**src/rtl/matmul_pkg.sv**
```systemverilog
// Shared types for the sequential matrix multiplier: FSM states and accumulator width.
package matmul_pkg;

    typedef enum logic [1:0] {
        IDLE    = 2'd0,
        COMPUTE = 2'd1,
        DONE    = 2'd2
    } state_t;

    // Wide enough that N products of two WIDTH-bit elements can never overflow.
    function automatic int acc_width(input int width, input int n);
        return 2 * width + $clog2(n);
    endfunction

endpackage

```
**src/rtl/matmul_mac_lane.sv**
```systemverilog
// One column lane of the multiplier: acc += a*b each enabled cycle, with synchronous clear.
module matmul_mac_lane
    import matmul_pkg::*;
#(
    parameter int WIDTH  = 16,
    parameter int ACC_W  = acc_width(16, 4),
    parameter int SIGNED = 0
) (
    input  logic             clk,
    input  logic             rst_n,
    input  logic             clear,
    input  logic             en,
    input  logic [WIDTH-1:0] a,
    input  logic [WIDTH-1:0] b,
    output logic [ACC_W-1:0] sum
);

    logic [ACC_W-1:0] acc;
    logic [ACC_W-1:0] a_ext;
    logic [ACC_W-1:0] b_ext;
    logic [ACC_W-1:0] prod;

    // Extending to ACC_W first lets one modular multiply serve both signed and unsigned.
    always_comb begin
        if (SIGNED != 0) begin
            a_ext = {{(ACC_W-WIDTH){a[WIDTH-1]}}, a};
            b_ext = {{(ACC_W-WIDTH){b[WIDTH-1]}}, b};
        end else begin
            a_ext = {{(ACC_W-WIDTH){1'b0}}, a};
            b_ext = {{(ACC_W-WIDTH){1'b0}}, b};
        end
        prod = a_ext * b_ext;
        sum  = acc + prod;
    end

    always_ff @(posedge clk) begin
        if (!rst_n)
            acc <= '0;
        else if (clear)
            acc <= '0;
        else if (en)
            acc <= sum;
    end

endmodule

```
**src/rtl/matmul_seq.sv**
```systemverilog
// Sequential N x N matrix multiplier, one row of C per N cycles using N MAC lanes.
// Define MATMUL_SAT_EN to saturate results to WIDTH bits instead of wrapping.
module matmul_seq
    import matmul_pkg::*;
#(
    parameter int WIDTH  = 16,
    parameter int N      = 4,
    parameter int SIGNED = 0
) (
    input  logic                 clk,
    input  logic                 rst_n,
    input  logic                 start,
    input  logic [WIDTH*N*N-1:0] A,
    input  logic [WIDTH*N*N-1:0] B,
    output logic [WIDTH*N*N-1:0] C,
    output logic                 busy,
    output logic                 done
);

    localparam int ACC_W = acc_width(WIDTH, N);
    localparam int CW    = $clog2(N);
    localparam logic [CW-1:0] LAST = CW'(N - 1);

    state_t               state;
    logic [CW-1:0]        row;
    logic [CW-1:0]        k;
    logic [WIDTH*N*N-1:0] a_reg;
    logic [WIDTH*N*N-1:0] b_reg;
    logic [ACC_W-1:0]     sums [N];
    logic [WIDTH-1:0]     a_elem;
    logic                 accept;
    logic                 computing;
    logic                 row_end;

    assign computing = (state == COMPUTE);
    assign accept    = (state != COMPUTE) && start;
    assign row_end   = computing && (k == LAST);
    assign a_elem    = a_reg[(int'(row) * N + int'(k)) * WIDTH +: WIDTH];

    function automatic logic [WIDTH-1:0] narrow(input logic [ACC_W-1:0] v);
`ifdef MATMUL_SAT_EN
        if (SIGNED != 0) begin
            if (v[ACC_W-1:WIDTH-1] != {(ACC_W-WIDTH+1){v[ACC_W-1]}})
                return v[ACC_W-1] ? {1'b1, {(WIDTH-1){1'b0}}} : {1'b0, {(WIDTH-1){1'b1}}};
        end else if (|v[ACC_W-1:WIDTH]) begin
            return '1;
        end
`endif
        return v[WIDTH-1:0];
    endfunction

    // Lane j owns column j; every lane sees the same A[row][k] and its own B[k][j].
    for (genvar j = 0; j < N; j++) begin : g_lane
        matmul_mac_lane #(
            .WIDTH (WIDTH),
            .ACC_W (ACC_W),
            .SIGNED(SIGNED)
        ) u_lane (
            .clk  (clk),
            .rst_n(rst_n),
            .clear(accept || row_end),
            .en   (computing),
            .a    (a_elem),
            .b    (b_reg[(int'(k) * N + j) * WIDTH +: WIDTH]),
            .sum  (sums[j])
        );
    end

    always_ff @(posedge clk) begin
        if (!rst_n) begin
            state <= IDLE;
            busy  <= 1'b0;
            done  <= 1'b0;
            C     <= '0;
            row   <= '0;
            k     <= '0;
            a_reg <= '0;
            b_reg <= '0;
        end else begin
            case (state)
                IDLE, DONE: begin
                    done <= 1'b0;
                    if (start) begin
                        a_reg <= A;
                        b_reg <= B;
                        row   <= '0;
                        k     <= '0;
                        state <= COMPUTE;
                        busy  <= 1'b1;
                    end else begin
                        state <= IDLE;
                        busy  <= 1'b0;
                    end
                end
                COMPUTE: begin
                    if (k == LAST) begin
                        k <= '0;
                        // The final product is folded in here via the lanes' combinational sum.
                        for (int j = 0; j < N; j++)
                            C[(int'(row) * N + j) * WIDTH +: WIDTH] <= narrow(sums[j]);
                        if (row == LAST) begin
                            row   <= '0;
                            state <= DONE;
                            busy  <= 1'b0;
                            done  <= 1'b1;
                        end else begin
                            row <= row + 1'b1;
                        end
                    end else begin
                        k <= k + 1'b1;
                    end
                end
                default: begin
                    state <= IDLE;
                    busy  <= 1'b0;
                    done  <= 1'b0;
                end
            endcase
        end
    end

endmodule

```
**config.mk**
```make
export PLATFORM = sky130hd
export DESIGN_NAME = matmul_seq
export DESIGN_NICKNAME = d
export VERILOG_FILES = /design/src/rtl/matmul_pkg.sv /design/src/rtl/matmul_mac_lane.sv /design/src/rtl/matmul_seq.sv
export SDC_FILE = /design/constraint.sdc
export NUM_CORES = 2
export LEC_CHECK = 0
export ABC_CLOCK_PERIOD_IN_PS = 25200
export CORE_AREA = 2 2 313 315
export DETAILED_ROUTE_END_ITERATION = 8
export DIE_AREA = 0 0 315 317
export GPL_TIMING_DRIVEN = 0
export PLACE_DENSITY = 0.8
export RECOVER_POWER = 50
export SETUP_SLACK_MARGIN = 0.2
export SYNTH_ARGS = -nofsm -noshare
export SYNTH_HDL_FRONTEND = slang
export SYNTH_SLANG_ARGS = --single-unit
```
**constraint.sdc**
```tcl
create_clock -name clk -period 25.2 [get_ports clk]
set_clock_uncertainty 0.05 [all_clocks]
set_input_delay 3.78 -clock clk [delete_from_list [all_inputs] [get_ports clk]]
set_output_delay 3.78 -clock clk [all_outputs]
set_load 0.05 [all_outputs]
```
==> flow_summary.toml <==
[clock_tree]
worst_skew_late_latency_ns = 0.71
postCtsHoldBufs = 0
total_of_cells_resized_after_clock_tree_synthesis = 0
tritoncts.num_buffers = 88
clkSlewWorstSetupHoldPaths_ns = 0.07
cts.htree.levels = 3
numClockSinks = 840
clockRootBuffer = "clkbuf_16"
clock_tree_from_tritoncts = "done"
post_cts.repair.setup_buffers = 0
clock_tree.buffer_depth = 3

[pwr]
fin_total_pwr_mw = 3.735
max-vdd-ir-drop_mv = 0.05630
p_leak_nw = 26.56
power_density_nw_per_um2 = 57.54

[timing]
slew_violations = 17
unrepaired_setup_endpoints_after_global_routing = "false"
setup_viol = 0
hold_ws_ns = 0.4096
final.setup.tns_ns = 0
final_min_period_over_clock_period_pct = 61.44
final_hold_violation_count = 0
relative_slew_margins_pct = -35.48
final_period_minus_worst_setup_slack_ns = 15.48
timing.fmax_mhz = 64.59
worst_pin_slew_ns = 2.011

[floorplan]
start_util_pct = 54.65
x_dimension_of_the_die_um = 315
number_of_standard_cell_rows_in_the_floorplan = 114
die-height_um = 317
core-area_um2 = 96280
design.die.area_um2 = 99860
i_o_pin_cnt = 773

[global_routing]
grt-ovfl-total = 0
grt_first_pass_wirelength_mm = 295.0
grt.met3_usage_pct = 9.150
grt_util_met1_pct = 48.21
grt_antenna_before_repair = 18
grt_pass1_vias = 47420
pin_count_of_the_biggest_net_entering_global_routing = 15
grt.busiest_layer = "met2"
combined_global_route_utilization_of_all_metal_layers_pct = 39.88
gr-usage-met2_pct = 64.25

[yosys]
synth.mux.area_fraction_pct = 5.542
number_of_library_cell_types_mapped_by_synthesis = 72
async_flop_share_pct = 0
synth_enable_flop_cells = 0
ys_seq_elements = 840
dominant_combinational_cell_family_by_area_after_synthesis = "adder cells"
synth_compound_gate_area_share_pct = 15.12
synth-seq-area-share_pct = 31.96
synthSimpleGateAreaFrac_pct = 18.23
synth_nets = 7171
xor_xnor_cell_area_share_of_the_yosys_netlist_pct = 3.526
number_of_standard_cells_after_synthesis = 6067
yosysWarningCount = 0
postSynth.topFlopCell = "dfxtp_1"
post_synth_fa_ha_maj_area_fraction_pct = 18.63
post_synthesis_instance_area_um2 = 52620
synth.avg_cell_area_um2 = 8.673

[hold_path]
min_path_type = "flop to flop"

[setup_path]
cp_slowest_cell = "clkbuf_1"
worst-endpoint-arrival_ns = 16.02
crit_fanout = 10
crit_path_max_incr_delay_ns = 1.45
worst_setup_path_start_kind = "flop"
worst_setup_path_end_kind = "flop"
required_ns = 25.74
criticalPathCategory = "flop to flop"

[cells_and_area]
num-nets-final = 8034
post-route-cell-area_um2 = 64910
final.fill_count = 7908
share_of_layout_cells_above_drive_strength_1_pct = 4.313
synthesis_to_finish_area_growth_pct = 23.35

[status]
violated_checks = "capacitance limit, slew limit"
outcome = "finished with violations"

[place]
place_congestion = 0.9807
hpwl_mm = 162.9
dpl_cell_area_um2 = 61950
portBuffers = 771

[routing]
antenna_violating_nets_post_route = 0
drt_iter0_markers = 5138
remaining_drcs = 0
detailroute.via_count = 48290
vias_per_cell = 5.830
totalWireLength_mm = 203.6
average_detailed_routed_wire_length_per_instance_um = 24.58
dr.pass1.iters = 7

[job]
max-cap-violations = 2
## logic make-up (layout without fill, tap and decap cells)
kind of cell | count (synthesis) | in the layout
xor+xnor | 184 | 184
buf+inv | 907 | 1842
flops | 840 | 840
compound gates | 1131 | 1131
other cells | 0 | 6
mux | 182 | 182
simple gates | 2234 | 2234
fa+ha+maj | 589 | 589
## stage by stage
stage / utilization [%] / worst slack [ns] / instances
final: 67.42 / 9.717 / 8284
after global routing: 67.41 / 9.597 / 8280
after CTS: 67.48 / 13.75 / 8277
after detailed placement: 64.34 / 13.83 / 8115
after global placement: 64.33 / 13.85 / 8114
after floorplan: - / 17.12 / 6067
## synthesized netlist by cell type, drive strengths merged, types with 8 or more instances
library cell,count,area (um^2)
o21a,38,285.3
nor2b,293,1833
fa,324,6486
inv,534,2004
o211ai,8,60.06
ha,265,3316
buf,69,538.0
xor2,25,219.0
nor3,34,170.2
a21oi,119,599.3
nor2,254,953.4
dfxtp,840,16820
clkbuf,302,1134
a31oi,10,62.56
a22oi,244,1842
xnor3,15,337.8
nand2b,19,118.9
nand2,1488,5600
mux4,82,1877
nand3,10,50.05
a21boi,528,3964
and2,99,619.3
o21ai,128,681.9
mux2,31,349.1
mux2i,69,690.7
xnor2,143,1275
a21o,14,105.1
## layout make-up
cell class                      count  area, um^2  share of cell area [%]
Sequential cell                   840       16820                   25.91
Tap cell                         1276        1597                   2.460
Clock buffer                      132        2580                   3.975
Inverter                          536        2012                   3.100
Clock inverter                     30       435.4                  0.6708
Multi-Input combinational cell   4320       32130                   49.50
Antenna cell                        6       15.01                 0.02313
Buffer                            371        1592                   2.452
Timing Repair Buffer              773        7736                   11.92
## final timing paths
check | start | endpoint | slack (ns) | depth (start not counted)
worst max-delay path | k[0] | C[158] | 9.72 | 32
worst min-delay path | b_reg[134] | b_reg[134] | 0.41 | 2
worst max register to register | k[0] | C[158] | 9.72 | 32
worst min register to register | b_reg[134] | b_reg[134] | 0.41 | 2
## power breakdown
| group | switching, mW | internal, mW | total [mW] |
|---|---|---|---|
| combinational | 0.610 | 0.341 | 0.951 |
| clock | 0.580 | 0.786 | 1.37 |
| sequential | 0.0341 | 1.38 | 1.42 |
| total | 1.22 | 2.51 | 3.74 |
## cell usage in the layout, fill, tap and decap left out, types with 242 or more instances in the layout
cell type           n
nand2_1          1484
dfxtp_1           840
inv_1             534
a21boi_0          527
clkdlybuf4s50_1   512
clkbuf_1          340
fa_1              324
nor2b_1           293
ha_1              265
dlygate4sd3_1     259
nor2_1            254
a22oi_1           242
## worst max-delay path, delay by kind of cell (launching register included)
kind | cells | cell delay (ns)
buffers and inverters | 10 | 6.02
DFF | 1 | 0.44
AOI/OAI and AO/OA | 6 | 2.22
xor gates and xnor gates | 1 | 0.22
adders and majority gates | 8 | 3.85
and+or+nand+nor | 7 | 2.51
## layer usage
| layer | routed length, um | part of all wire [%] |
|---|---|---|
| met1 | 74880 | 37 |
| met2 | 92960 | 46 |
| met3 | 20690 | 10 |
| met4 | 15030 | 7.4 |
| met5 | 79 | 0.039 |
No activity file was read; power rests on OpenSTA's default activity.
